--- src/rtl/risc32_sseg_scan_bcd_pkg.sv ---
// Shared constants, FSM state type and segment decode for the RISC32 seven-segment driver.
// Segment codes: 1 = lit, bit order g..a (bit 0 = a).
`default_nettype none

package risc32_sseg_scan_bcd_pkg;

  localparam int DEF_NUM_DIGITS  = 4;
  localparam int DEF_VALUE_WIDTH = 16;
  localparam int DEF_REFRESH_DIV = 65536;

  localparam logic [6:0] SEG_0     = 7'h3F;
  localparam logic [6:0] SEG_1     = 7'h06;
  localparam logic [6:0] SEG_2     = 7'h5B;
  localparam logic [6:0] SEG_3     = 7'h4F;
  localparam logic [6:0] SEG_4     = 7'h66;
  localparam logic [6:0] SEG_5     = 7'h6D;
  localparam logic [6:0] SEG_6     = 7'h7D;
  localparam logic [6:0] SEG_7     = 7'h07;
  localparam logic [6:0] SEG_8     = 7'h7F;
  localparam logic [6:0] SEG_9     = 7'h6F;
  localparam logic [6:0] SEG_A     = 7'h77;
  localparam logic [6:0] SEG_B     = 7'h7C;
  localparam logic [6:0] SEG_C     = 7'h39;
  localparam logic [6:0] SEG_D     = 7'h5E;
  localparam logic [6:0] SEG_E     = 7'h79;
  localparam logic [6:0] SEG_F     = 7'h71;
  localparam logic [6:0] SEG_DASH  = 7'h40;
  localparam logic [6:0] SEG_BLANK = 7'h00;

  typedef enum logic [1:0] {
    ST_IDLE   = 2'd0,
    ST_CONV   = 2'd1,
    ST_COMMIT = 2'd2
  } conv_state_t;

  // Enough BCD nibbles to hold any VALUE_WIDTH-bit number.
  function automatic int conv_digits(input int vw);
    return (vw * 3) / 10 + 1;
  endfunction

  function automatic logic [6:0] seg_decode(input logic [3:0] d);
    logic [6:0] s;
    case (d)
      4'h0: s = SEG_0;
      4'h1: s = SEG_1;
      4'h2: s = SEG_2;
      4'h3: s = SEG_3;
      4'h4: s = SEG_4;
      4'h5: s = SEG_5;
      4'h6: s = SEG_6;
      4'h7: s = SEG_7;
      4'h8: s = SEG_8;
      4'h9: s = SEG_9;
      4'hA: s = SEG_A;
      4'hB: s = SEG_B;
      4'hC: s = SEG_C;
      4'hD: s = SEG_D;
      4'hE: s = SEG_E;
      4'hF: s = SEG_F;
    endcase
    return s;
  endfunction

endpackage

`default_nettype wire

--- src/rtl/risc32_sseg_scan_bcd_bin2bcd.sv ---
// risc32_bin2bcd: iterative double-dabble, one bit per cycle, VALUE_WIDTH cycles per conversion.
// o_done is high during the final step; o_bcd holds the full result from the following cycle.
`default_nettype none

module risc32_bin2bcd
  import risc32_sseg_scan_bcd_pkg::*;
#(
  parameter int VALUE_WIDTH = DEF_VALUE_WIDTH,
  parameter int CONV_DIGITS = conv_digits(VALUE_WIDTH)
) (
  input  logic                     clk,
  input  logic                     rst,
  input  logic                     i_start,
  input  logic [VALUE_WIDTH-1:0]   i_value,
  output logic                     o_done,
  output logic [4*CONV_DIGITS-1:0] o_bcd
);

  localparam int BCD_W = 4 * CONV_DIGITS;
  localparam int CNT_W = $clog2(VALUE_WIDTH + 1);

  logic [VALUE_WIDTH-1:0] r_bin;
  logic [BCD_W-1:0]       r_bcd;
  logic [BCD_W-1:0]       w_adj;
  logic [CNT_W-1:0]       r_cnt;

  always_comb begin
    w_adj = r_bcd;
    for (int n = 0; n < CONV_DIGITS; n++) begin
      if (r_bcd[4*n +: 4] >= 4'd5) w_adj[4*n +: 4] = r_bcd[4*n +: 4] + 4'd3;
    end
  end

  always_ff @(posedge clk or posedge rst) begin
    if (rst) begin
      r_bin <= '0;
      r_bcd <= '0;
      r_cnt <= '0;
    end else if (i_start) begin
      r_bin <= i_value;
      r_bcd <= '0;
      r_cnt <= CNT_W'(VALUE_WIDTH);
    end else if (r_cnt != '0) begin
      r_bcd <= {w_adj[BCD_W-2:0], r_bin[VALUE_WIDTH-1]};
      r_bin <= {r_bin[VALUE_WIDTH-2:0], 1'b0};
      r_cnt <= r_cnt - 1'b1;
    end
  end

  assign o_done = (r_cnt == CNT_W'(1));
  assign o_bcd  = r_bcd;

endmodule

`default_nettype wire

--- src/rtl/risc32_sseg_scan_bcd.sv ---
// risc32_sseg_scan_bcd: load/convert/commit FSM plus multiplexed digit scanner.
// Define RISC32_SSEG_LZ_BLANK_EN to blank leading zero digits (digit 0 always shown).
`default_nettype none

module risc32_sseg_scan_bcd
  import risc32_sseg_scan_bcd_pkg::*;
#(
  parameter int NUM_DIGITS  = DEF_NUM_DIGITS,
  parameter int VALUE_WIDTH = DEF_VALUE_WIDTH,
  parameter int REFRESH_DIV = DEF_REFRESH_DIV
) (
  input  logic                   clk,
  input  logic                   rst,
  input  logic [VALUE_WIDTH-1:0] value,
  input  logic                   load,
  input  logic                   hex_mode,
  input  logic [NUM_DIGITS-1:0]  dp_mask,
  output logic                   busy,
  output logic                   overflow,
  output logic [7:0]             sseg_ca,
  output logic [NUM_DIGITS-1:0]  sseg_an
);

  localparam int CONV_DIGITS = conv_digits(VALUE_WIDTH);
  localparam int BCD_W       = 4 * CONV_DIGITS;
  localparam int DISP_W      = 4 * NUM_DIGITS;
  localparam int HEX_EXT_W   = (DISP_W > VALUE_WIDTH) ? DISP_W : VALUE_WIDTH;
  localparam int BCD_EXT_W   = (DISP_W > BCD_W) ? DISP_W : BCD_W;
  localparam int SCAN_W      = $clog2(REFRESH_DIV);
  localparam int IDX_W       = (NUM_DIGITS > 1) ? $clog2(NUM_DIGITS) : 1;

  conv_state_t            r_state;
  logic [VALUE_WIDTH-1:0] r_val;
  logic                   r_hex;
  logic [NUM_DIGITS-1:0]  r_dp;
  logic                   r_pend_v;
  logic [VALUE_WIDTH-1:0] r_pend_val;
  logic                   r_pend_hex;
  logic [NUM_DIGITS-1:0]  r_pend_dp;
  logic                   r_busy;
  logic                   r_ovf;
  logic [6:0]             r_seg [NUM_DIGITS];
  logic [NUM_DIGITS-1:0]  r_dpb;

  logic [VALUE_WIDTH-1:0] w_src_val;
  logic                   w_src_hex;
  logic [NUM_DIGITS-1:0]  w_src_dp;
  logic                   w_reload;
  logic                   w_start;
  logic                   w_done;
  logic [BCD_W-1:0]       w_bcd;
  logic [HEX_EXT_W-1:0]   w_hex_ext;
  logic [BCD_EXT_W-1:0]   w_bcd_ext;
  logic [3:0]             w_digit [NUM_DIGITS];
  logic                   w_ovf;
  logic [6:0]             w_seg [NUM_DIGITS];
  logic [NUM_DIGITS-1:0]  w_dpo;
`ifdef RISC32_SSEG_LZ_BLANK_EN
  logic [IDX_W-1:0]       w_msd;
`endif

  // A load arriving in the commit cycle is newer than anything pending, so it wins.
  assign w_src_val = load ? value    : r_pend_val;
  assign w_src_hex = load ? hex_mode : r_pend_hex;
  assign w_src_dp  = load ? dp_mask  : r_pend_dp;
  assign w_reload  = load | r_pend_v;
  assign w_start   = ((r_state == ST_IDLE && load) || (r_state == ST_COMMIT && w_reload))
                     && !w_src_hex;

  risc32_bin2bcd #(
    .VALUE_WIDTH (VALUE_WIDTH),
    .CONV_DIGITS (CONV_DIGITS)
  ) u_bin2bcd (
    .clk     (clk),
    .rst     (rst),
    .i_start (w_start),
    .i_value (w_src_val),
    .o_done  (w_done),
    .o_bcd   (w_bcd)
  );

  always_comb begin
    w_hex_ext = HEX_EXT_W'(r_val);
    w_bcd_ext = BCD_EXT_W'(w_bcd);
    w_ovf     = 1'b0;
    if (r_hex) begin
      for (int b = DISP_W; b < HEX_EXT_W; b++) w_ovf = w_ovf | w_hex_ext[b];
    end else begin
      for (int b = DISP_W; b < BCD_EXT_W; b++) w_ovf = w_ovf | w_bcd_ext[b];
    end
`ifdef RISC32_SSEG_LZ_BLANK_EN
    w_msd = '0;
`endif
    for (int i = 0; i < NUM_DIGITS; i++) begin
      w_digit[i] = r_hex ? w_hex_ext[4*i +: 4] : w_bcd_ext[4*i +: 4];
`ifdef RISC32_SSEG_LZ_BLANK_EN
      if (w_digit[i] != 4'd0) w_msd = IDX_W'(i);
`endif
    end
    for (int i = 0; i < NUM_DIGITS; i++) begin
`ifdef RISC32_SSEG_LZ_BLANK_EN
      w_seg[i] = w_ovf ? SEG_DASH
               : ((IDX_W'(i) <= w_msd) ? seg_decode(w_digit[i]) : SEG_BLANK);
`else
      w_seg[i] = w_ovf ? SEG_DASH : seg_decode(w_digit[i]);
`endif
      w_dpo[i] = !w_ovf && r_dp[i];
    end
  end

  always_ff @(posedge clk or posedge rst) begin
    if (rst) begin
      r_state    <= ST_IDLE;
      r_val      <= '0;
      r_hex      <= 1'b0;
      r_dp       <= '0;
      r_pend_v   <= 1'b0;
      r_pend_val <= '0;
      r_pend_hex <= 1'b0;
      r_pend_dp  <= '0;
      r_busy     <= 1'b0;
      r_ovf      <= 1'b0;
      r_dpb      <= '0;
      for (int i = 0; i < NUM_DIGITS; i++) r_seg[i] <= SEG_BLANK;
    end else begin
      case (r_state)
        ST_IDLE: begin
          if (load) begin
            r_val   <= value;
            r_hex   <= hex_mode;
            r_dp    <= dp_mask;
            r_busy  <= 1'b1;
            r_state <= hex_mode ? ST_COMMIT : ST_CONV;
          end
        end
        ST_CONV: begin
          if (load) begin
            r_pend_v   <= 1'b1;
            r_pend_val <= value;
            r_pend_hex <= hex_mode;
            r_pend_dp  <= dp_mask;
          end
          if (w_done) r_state <= ST_COMMIT;
        end
        ST_COMMIT: begin
          for (int i = 0; i < NUM_DIGITS; i++) r_seg[i] <= w_seg[i];
          r_dpb <= w_dpo;
          r_ovf <= w_ovf;
          if (w_reload) begin
            r_val    <= w_src_val;
            r_hex    <= w_src_hex;
            r_dp     <= w_src_dp;
            r_pend_v <= 1'b0;
            r_state  <= w_src_hex ? ST_COMMIT : ST_CONV;
          end else begin
            r_busy  <= 1'b0;
            r_state <= ST_IDLE;
          end
        end
        default: r_state <= ST_IDLE;
      endcase
    end
  end

  logic [SCAN_W-1:0] r_scan_cnt;
  logic [IDX_W-1:0]  r_idx;

  always_ff @(posedge clk or posedge rst) begin
    if (rst) begin
      r_scan_cnt <= '0;
      r_idx      <= '0;
      sseg_an    <= '1;
      sseg_ca    <= 8'hFF;
    end else begin
      if (r_scan_cnt == SCAN_W'(REFRESH_DIV - 1)) begin
        r_scan_cnt <= '0;
        r_idx      <= (r_idx == IDX_W'(NUM_DIGITS - 1)) ? '0 : r_idx + 1'b1;
      end else begin
        r_scan_cnt <= r_scan_cnt + 1'b1;
      end
      sseg_an <= ~(NUM_DIGITS'(1) << r_idx);
      sseg_ca <= ~{r_dpb[r_idx], r_seg[r_idx]};
    end
  end

  assign busy     = r_busy;
  assign overflow = r_ovf;

endmodule

`default_nettype wire

--- config.mk ---
export PLATFORM = sky130hd
export DESIGN_NAME = risc32_sseg_scan_bcd
export DESIGN_NICKNAME = d
export VERILOG_FILES = /design/src/rtl/risc32_sseg_scan_bcd_pkg.sv /design/src/rtl/risc32_sseg_scan_bcd_bin2bcd.sv /design/src/rtl/risc32_sseg_scan_bcd.sv
export SDC_FILE = /design/constraint.sdc
export NUM_CORES = 1
export LEC_CHECK = 0
export BUFFER_PORTS_ARGS = -buffer_cell sky130_fd_sc_hd__buf_2
export CELL_PAD_IN_SITES_DETAIL_PLACEMENT = 1
export CELL_PAD_IN_SITES_GLOBAL_PLACEMENT = 1
export CORE_ASPECT_RATIO = 0.6
export CORE_MARGIN = 3
export CORE_UTILIZATION = 40
export DETAILED_ROUTE_END_ITERATION = 12
export GPL_TIMING_DRIVEN = 0
export PLACE_DENSITY_LB_ADDON = 0.3
export SLEW_MARGIN = 15
export SYNTH_ARGS = -nofsm -noshare
export SYNTH_HDL_FRONTEND = slang
export SYNTH_SLANG_ARGS = --single-unit
export TNS_END_PERCENT = 30
--- constraint.sdc ---
create_clock -name clk -period 5 [get_ports clk]
set_input_delay 0.25 -clock clk [delete_from_list [all_inputs] [get_ports clk]]
set_output_delay 0.25 -clock clk [all_outputs]
set_load 0.01 [all_outputs]
Yosys cells after proc, flatten, opt, wreduce, memory -nomap -nowiden
Memory sizes are Yosys's and may differ from the RTL's.
Cells that the tools add are included.

word-level totals
  register bits after elaboration = 150
  ROM bits = 448
  bits of input ports = 24
  output and inout bits = 14
  logic and storage cells = 128
  memories kept = 4

operators by class
  $add $sub $neg = 8
  order comparisons = 7
  equality and inequality tests = 10
  shift-type cells = 1
  muxes and demuxes = 50
  bitwise gates (word level) = 7
  reduce and logical (&&, ||, !) cells = 19

memories
  name              words  bits a word  rd ports  clocked after Yosys merged registers in  write ports  line                            RTL
  (name not given)  16     7            1         0                                        0            risc32_sseg_scan_bcd_pkg.sv:43  case (d)
  (name not given)  16     7            1         0                                        0            risc32_sseg_scan_bcd_pkg.sv:43
  (name not given)  16     7            1         0                                        0            risc32_sseg_scan_bcd_pkg.sv:43
  (name not given)  16     7            1         0                                        0            risc32_sseg_scan_bcd_pkg.sv:43

operator list
  operator                                                            number
  two-way mux 16 bit                                                  6
  two-way mux 4 bit                                                   11
  two-way mux 7 bit                                                   6
  two-way mux 20 bit                                                  2
  case mux 16 bit (2 select lines)                                    1
  greater-or-equal comparator 4 x 3 -> 1 bit (second input constant)  5
  adder 16 x 1 -> 16 bit (second input constant)                      1
  adder 4 x 2 -> 4 bit (second input constant)                        4
  equality test 16 bit (second input constant)                        1
  binary-select mux 7 bit (select 2 bit)                              1
  two-way mux 2 bit                                                   6
  two-way mux 5 bit                                                   2
  AND reduction 3 bit                                                 3
  two-way mux 1 bit                                                   8
  inequality test 2 bit (second input constant)                       4
  inverter 8 bit                                                      1
  case mux 4 bit (2 select lines)                                     1
  logical AND 1 bit                                                   7
  case mux 1 bit (2 select lines)                                     3
  case mux 2 bit (3 select lines)                                     1
  nonzero test 2 bit                                                  3
  equality test 5 x 1 -> 1 bit (second input constant)                1
  nonzero test 5 bit                                                  1
  subtractor 5 x 1 -> 5 bit (second input constant)                   1
  17 further kinds                                                    22

Logic depth before layout (Yosys ltp)
Gate-level depths: netlist of the first run.

  depth in word-level cells = 6
  mapped depth = 9
  mapped depth without buffers = 7

Hierarchy
Synthesis of the first run repeated with hierarchy kept, for this count alone.

unflattened totals
  cells, all modules = 875
  area, all modules = 8464.4 µm²

modules (own cells, without submodules)
  module                instances  cells each  area an instance (µm²)  seq. area each (µm²)
  risc32_sseg_scan_bcd  1          616         6080.8                  2742.6
  risc32_bin2bcd        1          259         2383.5                  1026.0

Worst setup path after synthesis of the first run
No wires, ideal clock.

  path type = flip-flop to flip-flop
  from = register r_hex
  to = register r_seg[3] (netlist bit)
  library setup time = 0.083 ns
  arrival = 2.151 ns
  required time = 4.917 ns
  setup slack = 2.766 ns
  cell stages (with the launch flop) = 8
  path buffers = 2
  clock period less this slack = 2.234 ns
  cell sequence = dfrtp_1 buf_6 buf_2 mux2i_1 inv_1 ha_1 mux4_1 o21ai_0

between the ends
  word-level cells in the longest chain between the ends = 3
  elaborated cells between the ends (all ways) = 4
  classes of those cells = mux (3); memory (1)

RTL lines
  element                   line                         RTL
  start, declared           risc32_sseg_scan_bcd.sv:34   logic r_hex;
  start signal, assigned    risc32_sseg_scan_bcd.sv:130  r_hex <= hex_mode;
  start signal, assigned    risc32_sseg_scan_bcd.sv:151  r_hex <= w_src_hex;
  two-way mux 4 bit         risc32_sseg_scan_bcd.sv:95   w_digit[i] = r_hex ? w_hex_ext[4*i +: 4] : w_bcd_ext[4*i +: 4];
  memory read (16 x 7 bit)  --
  two-way mux 7 bit *       risc32_sseg_scan_bcd.sv:105  w_seg[i] = w_ovf ? SEG_DASH : seg_decode(w_digit[i]);
  end, declared             risc32_sseg_scan_bcd.sv:42   logic [6:0] r_seg [NUM_DIGITS];

Mark *: on every way between the ends. The rest lies on a longest branch, timed or not.
A chain may end at the register's enable or synchronous reset.

Final worst setup path of the first run
  from = register r_hex
  to = register r_seg[24] (netlist bit)

The elaborated chain is that of the path after synthesis.

==> results.txt, run 1 <==
H-tree depth: 4
type of the worst setup path: flop to flop
Clock power frac: 20.9%
Cell Pwr Density: 667 nW/um2
Sw Pwr: 2.59 mW
unrepaired setup endpoints after global routing: false
Max-slew headroom: 45.8%
Post-CTS Setup Bufs: 0
Crit. End Element: flop
first-pass GRT wire length: 37300 um
initial core utilization: 41.1%
Post-synth EDFFs: 0
Row Count: 40
WL/cell: 19.9 um
Seq/Total Area, Yosys: 45.6%
cell count after placement: 1107
clock root buffer: clkbuf_16
Gate power share: 45.1%
Clock Skew: 13.4 ps
Max Clock Freq: 341 MHz
Slowest-stage cell, CP: mux2i_1
Nets: 924
post-route worst setup slack: 2070 ps
Die Height: 117 um
crit path max fanout: 10
vias in the first global route: 6519
Internal: 3.70 mW
worst slew pin tran: 791 ps
CTS Sinks: 150
fin crit period: 2930 ps
Mapped Area: 8260 um2
Leak: 4.12 nW
Synth cell types: 56
total CTS buffers: 17
CP required: 5330 ps
GP Congestion: 0.841
initial antenna violation count: 0
post-route ant nets: 0
area share of the largest cell type after synthesis: 41.8%
Bufs on Longest Clock Path: 2
Worst setup SP type: flop
Sw Share: 41.1%
largest net degree at the start of global routing: 97
Synth Area in Compound Gates: 12.7%
Clock transition at path regs: 70 ps
layout cells sized above 1: 17.9%
synthesis warning total: 0
die width: 192 um
Slew Viols, Final: 0
cell accounting for the most synthesized area: dfrtp_1
XOR/XNOR Fraction of Synth Area: 3.07%
drt total wl: 22600 um
syn nets: 866
crit path DAT: 3270 ps
clock insertion delay at the later pin of the skew report: 440 ps
worst hold-check path type: input pin to flop
Avg Synthesized Cell Area: 10.4 um2
Post-Synth Simple-Gate Area: 13.4%
vias per inst: 5.50
crit-path max cell delay: 620 ps
final hold vios: 0
Ant. Diodes: 0
crit share post-route: 58.6%
Layout area overhead: 14.0%
family with the most delay on the worst path: multiplexers
Seq. cell area: 3770 um2
gr usage total: 21.4%
Final setup viols: 0
count leader, synth: dfrtp_1
Die ar.: 22500 um2
CP bufs+invs: 3
Max VDD drop: 0.299 mV
largest family of logic cells by synthesized area: multiplexers
dpl ws: 2160 ps
commonest cells in the netlist: dfrtp_1, nand2_1, mux2i_1
outcome: completed
post-synthesis mux area share: 13.6%
register share of total power: 34.1%
footprint of the multi-input gates: 4110 um2
initial drt markers: 436
Post-Synthesis Cells: 796
Main synth FF type: dfrtp_1
Pre-antenna DRT Iters: 5
CTS tree: yes
adder-cell share of the synthesized area: 6.96%
I/O Pins: 38
Core Region: 20100 um2
# port buffers: 37
DRC Markers: 0
max_cap viols: 0
vias: 6274
Final HPWL DP: 16500 um
R2R Setup Slk: 2070 ps
Remaining Overflow, GRT: 0
Area contributors post-synth: dfrtp_1, ha_1, mux2i_1
setup TNS: 0 ps
non-filler instance count after layout: 1140
asr flop ratio synth: 100%
CP cell instances: buf_6, buf_4, mux2i_1, inv_1, ha_1, mux4_2, o21ai_0
#FFs+latches synth: 150
fillers: 2289
flip-flops by register name (all words and copies together) (netlist names):
register and flops:
u_bin2bcd.r_bin 16, overflow 1, r_pend_dp 4, u_bin2bcd.o_bcd 20, sseg_ca 8, r_val 16
r_dpb 4, r_state 2, r_hex 1, busy 1, u_bin2bcd.r_cnt 5, r_pend_val 16
r_dp 4, sseg_an 4, r_pend_hex 1, r_seg 28, r_pend_v 1, r_scan_cnt 16
r_idx 2
cells by family after synthesis:
kind of cell / after synthesis
AND/OR/NAND/NOR: 221
AO/OA/AOI/OAI: 167
flip-flops: 150
multiplexers: 92
buffers and inverters: 91
adder cells (fa/ha/maj): 46
XOR/XNOR: 29
repair_timing:
action	CTS	global route
hold buffers	1	0
resized for setup	0	0
endpoints found under the hold margin	43	0
final timing paths:
check	start	end	depth (start not counted)
hold reg to reg	r_seg[19]$_DFFE_PP0N_	r_seg[19]$_DFFE_PP0N_	2
max in group asynchronous	rst	u_bin2bcd.o_bcd[16]$_DFFE_PP0P_	4
hold / removal	dp_mask[2]	r_pend_dp[2]$_DFFE_PP0P_	2
setup reg to reg	r_hex$_DFFE_PP0P_	r_seg[24]$_DFFE_PP0N_	7
min in group asynchronous	rst	r_scan_cnt[15]$_DFF_PP0_	3
setup / recovery	r_hex$_DFFE_PP0P_	r_seg[24]$_DFFE_PP0N_	7
per-stage QoR:
stage | total power [mW] | utilization (%) | cell area (um2) | hold slack, ps
final | 6.29 | 46.8 | 9430 | 60.3
after detailed placement | 4.95 | 43.9 | 8830 | 304
after global routing | 6.78 | 46.8 | 9430 | 63.2
after global placement | 4.83 | 43.7 | 8790 | 453
after floorplan | 4.10 | - | 8260 | 400
after CTS | 6.30 | 46.8 | 9430 | 44.8
layout by cell type (no fill, tap or decap), types with 25 or more instances in the layout:
master     n
a21oi_1   31
ha_1      46
buf_2     57
nand3_1   25
o21ai_0   47
nor2_1    40
mux2_2    30
mux2i_1   48
dfrtp_1  138
inv_1     41
nand2_1   87
power by group through the flow:
stage	clock (mW)	combinational, mW	sequential (mW)
5_1_grt	1.40	3.18	2.21
4_1_cts	1.33	2.84	2.14
6_report	1.31	2.83	2.14
3_5_place_dp	0	2.80	2.14
3_3_place_gp	0	2.71	2.13
2_1_floorplan	0	2.09	2.01
per-layer routing:
metal | track usage (%) | up-vias | share of wire, %
li1 | - | 2936 | -
met1 | 34.3 | 3228 | 55
met2 | 29.4 | 94 | 41
met3 | 4.30 | 16 | 3.4
met4 | 4.99 | 0 | 0.97
met5 | 0 | - | 0
layout make-up:
| type | instances | area share [%] |
|---|---|---|
| buffer | 48 | 2.38 |
| clock buffer | 19 | 4.70 |
| clock inverter | 13 | 1.55 |
| inverter | 43 | 1.79 |
| multi-input combinational | 555 | 43.6 |
| sequential | 150 | 40.0 |
| tap | 273 | 3.62 |
| timing repair buffer | 39 | 2.36 |
(Power assumes the default switching activity.)
==> inputs of run 2 (changes only) <==
clock period = 2.64 ns   (was 5 ns; I/O delays follow)
==> run 2 against run 1 <==
  * Highest routed layer unchanged
  * Sequential power is 92% higher
  * Critical path depth stayed put
  * Cell count is 2.5% higher
  * Total power is 92% higher
==> results.txt, run 2 (synthesized netlist as in run 1, its figures left out) <==
largest reg by FF count: r_seg (unchanged)
Core Region: 20100 um2 (unchanged)
Gate power share: 46.2% (was 45.1%)
Final Cell Area: 9780 um2 (was 9430 um2)
Cell Pwr Density: 1240 nW/um2 (was 667 nW/um2)
Die Height: 117 um (unchanged)
largest net degree at the start of global routing: 36 (was 97)
DRC Markers: 0 (unchanged)
Clock Skew: 10.2 ps (was 13.4 ps)
layout cells sized above 1: 19.1% (was 17.9%)
Leak: 4.23 nW (was 4.12 nW)
Row Count: 40 (unchanged)
Crit. End Element: flop (unchanged)
total CTS buffers: 17 (unchanged)
Bufs on Longest Clock Path: 2 (unchanged)
crit path max fanout: 10 (unchanged)
fillers: 2217 (was 2289)
Sw Pwr: 4.99 mW (was 2.59 mW)
most common cell after layout, fill and taps aside: dfrtp_1 (unchanged)
CP cell instances: buf_6, buf_4, mux2i_2, inv_1, ha_1, mux4_1, o21ai_0 (was buf_6, buf_4, mux2i_1, inv_1, ha_1, mux4_2, o21ai_0)
crit path DAT: 2900 ps (was 3270 ps)
clock insertion delay at the later pin of the skew report: 440 ps (about the same)
Ant. Diodes: 0 (unchanged)
first-pass GRT wire length: 37300 um (unchanged)
dpl ws: -180 ps (was 2160 ps)
Final setup viols: 0 (unchanged)
WL/cell: 19.6 um (was 19.9 um)
Nets: 952 (was 924)
Clock power frac: 20.0% (was 20.9%)
CTS Sinks: 150 (unchanged)
Reg2Reg Depth: 7 (unchanged)
CTS tree: yes (unchanged)
drt total wl: 23000 um (was 22600 um)
Layout area overhead: 18.3% (was 14.0%)
vias: 6420 (was 6274)
Max-slew headroom: 44.6% (was 45.8%)
DP Area: 8870 um2 (was 8830 um2)
Slew Viols, Final: 0 (unchanged)
crit-path max cell delay: 490 ps (was 620 ps)
vias per inst: 5.50 (about the same)
initial drt markers: 431 (was 436)
post-route worst setup slack: 86.9 ps (was 2070 ps)
die width: 192 um (unchanged)
Final HPWL DP: 16800 um (was 16500 um)
# port buffers: 37 (unchanged)
Remaining Overflow, GRT: 0 (unchanged)
crit share post-route: 96.7% (was 58.6%)
worst hold-check path type: input pin to async pin (was input pin to flop)
Max Clock Freq: 392 MHz (was 341 MHz)
CP required: 2990 ps (was 5330 ps)
max_cap viols: 0 (unchanged)
Sw Share: 41.2% (was 41.1%)
Internal: 7.12 mW (was 3.70 mW)
Largest register FFs: 28 (unchanged)
H-tree depth: 4 (unchanged)
Max VDD drop: 0.583 mV (was 0.299 mV)
register share of total power: 33.9% (was 34.1%)
I/O Pins: 38 (unchanged)
gr usage total: 21.4% (about the same)
post-route ant nets: 0 (unchanged)
GP Congestion: 0.842 (was 0.841)
initial core utilization: 41.1% (unchanged)
clock root buffer: clkbuf_16 (unchanged)
outcome: completed (unchanged)
final hold vios: 0 (unchanged)
vias in the first global route: 6737 (was 6519)
Pre-antenna DRT Iters: 5 (unchanged)
worst slew pin tran: 808 ps (was 791 ps)
initial antenna violation count: 0 (unchanged)
Worst setup SP type: flop (unchanged)
fin crit period: 2550 ps (was 2930 ps)
unrepaired setup endpoints after global routing: false (unchanged)
Clock transition at path regs: 60 ps (was 70 ps)
Slowest-stage cell, CP: mux2i_2 (was mux2i_1)
Die ar.: 22500 um2 (unchanged)
type of the worst setup path: flop to flop (unchanged)
commonest cells after routing, fill and taps aside: dfrtp_1, nand2_1, buf_2 (unchanged)
## run 2: changes by cell type in the layout (fill, tap and decap cells not counted), sizes merged
cell / previous run / this run
dlygate4sd3: 1 / 22
buf: 64 / 71
bufinv: 2 / 1
clkbuf: 41 / 42
clkinv: 5 / 4
clkinvlp: 3 / 4
## run 2: final cells by class
class | instances | area (um2) | share of cell area, %
Buffer | 48 | 230 | 2.35
Clock buffer | 20 | 457 | 4.67
Clock inverter | 12 | 118 | 1.20
Inverter | 43 | 165 | 1.69
Multi-Input combinational cell | 555 | 4180 | 42.8
Sequential cell | 150 | 3770 | 38.5
Tap cell | 273 | 342 | 3.49
Timing Repair Buffer | 67 | 515 | 5.27
## run 2: path summary, 6_finish.rpt
| check | from | end | slack (ps) |
|---|---|---|---|
| setup / recovery | r_hex$_DFFE_PP0P_ | r_seg[3]$_DFFE_PP0N_ | 90 |
| hold / removal | rst | u_bin2bcd.r_cnt[2]$_DFFE_PP0P_ | 340 |
| setup reg to reg | r_hex$_DFFE_PP0P_ | r_seg[3]$_DFFE_PP0N_ | 90 |
| hold reg to reg | r_scan_cnt[10]$_DFF_PP0_ | r_scan_cnt[10]$_DFF_PP0_ | 470 |
| max in group asynchronous | rst | r_dp[0]$_DFFE_PP0P_ | 1210 |
| min in group clk | load | u_bin2bcd.r_bin[11]$_DFFE_PP0P_ | 360 |
## run 2: power by group through the flow
stage                     sequential, mW  clock (mW)  combinational, mW
final                               4.10        2.42               5.59
after global routing                4.20        2.59               6.23
after CTS                           4.06        2.48               5.43
after detailed placement            4.05           0               5.32
after global placement              4.03           0               5.12
after floorplan                     3.81           0               3.95
## run 2: layer usage
layer / wire, um / track usage (%) / share of wire (%)
met5: 0 / 0 / 0
met4: 222 / 5.31 / 0.97
met3: 974 / 4.90 / 4.2
met2: 9460 / 29.0 / 41
met1: 12300 / 33.9 / 54
## run 2: worst max-delay path, delay by kind of cell, from the launching register on
family                   cells  cell delay (ps)
AO/OA/AOI/OAI                1              150
buffers and inverters        3              610
flip-flops                   1              440
multiplexers                 2              970
adder cells (fa/ha/maj)      1              300
## run 2: through the flow
stage	setup TNS, ps	total power [mW]	hold slack (ps)	util (%)	instances
2_1_floorplan	0	7.76	282	-	796
5_1_grt	0	13.0	399	48.6	1168
3_5_place_dp	-928	9.37	273	44.1	1110
3_3_place_gp	-67560	9.15	384	43.7	1106
6_report	0	12.1	344	48.6	1168
4_1_cts	-24.3	12.0	338	48.3	1164
## run 2: timing repair
action	4_1_cts	5_1_grt
setup buffers	0	4
hold buffers	22	0
hold endpoints to repair	35	0
setup endpoints to repair	8	10
resized for setup	8	9
==> inputs of run 3 (changes only) <==
ABC_AREA = 1   (was not set)
==> run 3 against run 2 <==
  * Maximum frequency is 5.4% higher
  * Setup slack better by 130 ps
  * Non-clock buffer count is 24 lower
  * Sequential power is 2% lower
  * Register-to-register slack better by 130 ps
  * Synthesized cell count is 42% higher
  * Total power is 5.6% higher
  * Flip-flop and latch count stayed put
==> results.txt, run 3 <==
outcome: completed (unchanged)
Clock Skew: 7.72 ps (was 10.2 ps)
initial drt markers: 443 (was 431)
crit path DAT: 2750 ps (was 2900 ps)
Pre-antenna DRT Iters: 5 (unchanged)
Max VDD drop: 0.558 mV (was 0.583 mV)
Row Count: 40 (unchanged)
fin crit period: 2420 ps (was 2550 ps)
# port buffers: 37 (unchanged)
Ant. Diodes: 0 (unchanged)
largest reg by FF count: r_seg (unchanged)
Synth cell types: 41 (was 56)
Largest register FFs: 28 (unchanged)
CTS Sinks: 150 (unchanged)
Slew Viols, Final: 0 (unchanged)
vias in the first global route: 7825 (was 6737)
initial antenna violation count: 0 (unchanged)
vias: 7816 (was 6420)
setup TNS: 0 ps (unchanged)
Final HPWL DP: 19600 um (was 16800 um)
unrepaired setup endpoints after global routing: false (unchanged)
commonest cells in the netlist: nand2_1, nand3_1, dfrtp_1 (was dfrtp_1, nand2_1, mux2i_1)
footprint of the multi-input gates: 4150 um2 (was 4180 um2)
Nets: 1265 (was 952)
clock insertion delay at the later pin of the skew report: 440 ps (about the same)
Leak: 5.00 nW (was 4.23 nW)
Mapped Area: 8630 um2 (was 8260 um2)
crit path max fanout: 10 (unchanged)
Final setup viols: 0 (unchanged)
commonest cells after routing, fill and taps aside: nand2_1, nand3_1, dfrtp_1 (was dfrtp_1, nand2_1, buf_2)
CP required: 2970 ps (was 2990 ps)
H-tree depth: 4 (unchanged)
drt total wl: 26000 um (was 23000 um)
crit share post-route: 91.7% (was 96.7%)
type of the worst setup path: flop to flop (unchanged)
Seq. cell area: 3770 um2 (about the same)
Area contributors post-synth: dfrtp_1, nand2_1, nand3_1 (was dfrtp_1, ha_1, mux2i_1)
layout cells sized above 1: 11.6% (was 19.1%)
Post-Synthesis Cells: 1129 (was 796)
syn nets: 1199 (was 866)
Worst setup SP type: flop (unchanged)
Post-Synth Simple-Gate Area: 29.3% (was 13.4%)
WL/cell: 17.5 um (was 19.6 um)
XOR/XNOR Fraction of Synth Area: 0.710% (was 3.07%)
Die ar.: 23400 um2 (was 22500 um2)
most common cell after layout, fill and taps aside: nand2_1 (was dfrtp_1)
Post-synth EDFFs: 0 (unchanged)
cts hold-fix bufs: 5 (was 22)
Crit. End Element: flop (unchanged)
fin util: 48.3% (was 48.6%)
area share of the largest cell type after synthesis: 40.0% (was 41.8%)
final hold vios: 0 (unchanged)
Max Clock Freq: 413 MHz (was 392 MHz)
worst slew pin tran: 799 ps (was 808 ps)
PnR Total Power: 12.8 mW (was 12.1 mW)
Die Height: 120 um (was 117 um)
vias per inst: 5.28 (was 5.50)
Core Region: 20600 um2 (was 20100 um2)
I/O Pins: 38 (unchanged)
worst hold-check path type: input pin to flop (was input pin to async pin)
total CTS buffers: 17 (unchanged)
initial core utilization: 42.0% (was 41.1%)
CTS tree: yes (unchanged)
max_cap viols: 0 (unchanged)
Post-CTS Setup Bufs: 0 (unchanged)
largest family of logic cells by synthesized area: simple AND/OR/NAND/NOR gates (was multiplexers)
post-route ant nets: 0 (unchanged)
adder-cell share of the synthesized area: 6.67% (was 6.96%)
Cell Pwr Density: 1290 nW/um2 (was 1240 nW/um2)
first-pass GRT wire length: 43000 um (was 37300 um)
cts repair resizes: 0 (was 8)
synthesis warning total: 0 (unchanged)
GP Congestion: 0.852 (was 0.842)
Layout area overhead: 15.2% (was 18.3%)
Avg Synthesized Cell Area: 7.64 um2 (was 10.4 um2)
Clock transition at path regs: 70 ps (was 60 ps)
Seq/Total Area, Yosys: 43.7% (was 45.6%)
clock root buffer: clkbuf_16 (unchanged)
largest net degree at the start of global routing: 33 (was 36)
asr flop ratio synth: 100% (unchanged)
cell accounting for the most synthesized area: dfrtp_1 (unchanged)
DRC Markers: 0 (unchanged)
#FFs+latches synth: 150 (unchanged)
die width: 196 um (was 192 um)
Fin Hold WS: 9.12 ps (was 344 ps)
fillers: 2575 (was 2217)
Remaining Overflow, GRT: 0 (unchanged)
post-synthesis mux area share: 0.377% (was 13.6%)
Bufs on Longest Clock Path: 2 (unchanged)
gr usage total: 23.0% (was 21.4%)
Max-slew headroom: 46.2% (was 44.6%)
Main synth FF type: dfrtp_1 (unchanged)
count leader, synth: nand2_1 (was dfrtp_1)
Synth Area in Compound Gates: 11.0% (was 12.7%)
==> run 3: cell types whose count changed after synthesis, sizes merged, moves of 24 or more <==
cell	previous run	this run
mux2	32	2
nor2	40	69
nand2	87	349
o21ai	51	130
xnor2	24	0
nand3	25	160
mux2i	48	1
inv	42	118
==> run 3: cells by family after synthesis <==
| logic type | Yosys count |
|---|---|
| AND/OR/NAND/NOR | 593 |
| AO/OA/AOI/OAI | 166 |
| buffers and inverters | 164 |
| flip-flops | 150 |
| adder cells (fa/ha/maj) | 46 |
| XOR/XNOR | 7 |
| multiplexers | 3 |
==> run 3: report_power, final <==
group,switching (mW),internal (mW)
Sequential,0.694,3.30
Combinational,4.12,2.04
Clock,1.06,1.58
==> run 3: critical path: stages (launching register included) <==
cell,delay [ps]
dfrtp_1,360
buf_2,160
buf_2,200
o21ai_0,600
inv_1,240
ha_1,350
inv_1,70
nand2_1,50
nand2_1,70
nand2_1,50
nand3_1,100
nand2_1,50
==> run 3: path summary, 6_finish.rpt <==
kind	cells after the start	from	slack (ps)	to
setup reg to reg	11	r_hex$_DFFE_PP0P_	220	r_seg[24]$_DFFE_PP0N_
hold / removal	3	value[3]	9	r_pend_val[3]$_DFFE_PP0P_
min in group asynchronous	3	rst	190	r_seg[5]$_DFFE_PP0N_
max in group asynchronous	6	rst	1500	r_pend_val[15]$_DFFE_PP0P_
hold reg to reg	2	r_pend_val[0]$_DFFE_PP0P_	490	r_pend_val[0]$_DFFE_PP0P_
setup / recovery	11	r_hex$_DFFE_PP0P_	220	r_seg[24]$_DFFE_PP0N_
==> run 3: area by class of cell <==
class                   count  share of cell area (%)
clock inverters            12                    1.66
inverters                 120                    4.57
plain buffers              44                    2.64
well taps                 273                    3.44
clock buffers              20                    4.69
flip-flops and latches    150                    37.9
multi-input cells         815                    41.7
repair buffers             47                    3.37
==> run 3: routing by layer <==
metal	GRT usage (%)	part of all wire (%)
met5	0	0
met1	36.9	54
met4	4.76	1.1
met2	31.4	40
met3	4.52	4.8
==> run 3: metrics by stage <==
step                cell area, um2  setup WS, ps  instances
global placement              9160          -464       1439
floorplan                     8630           629       1129
detailed placement            9260           236       1444
finish                        9940           218       1481
global route                  9940          40.0       1481
CTS                           9940           216       1481
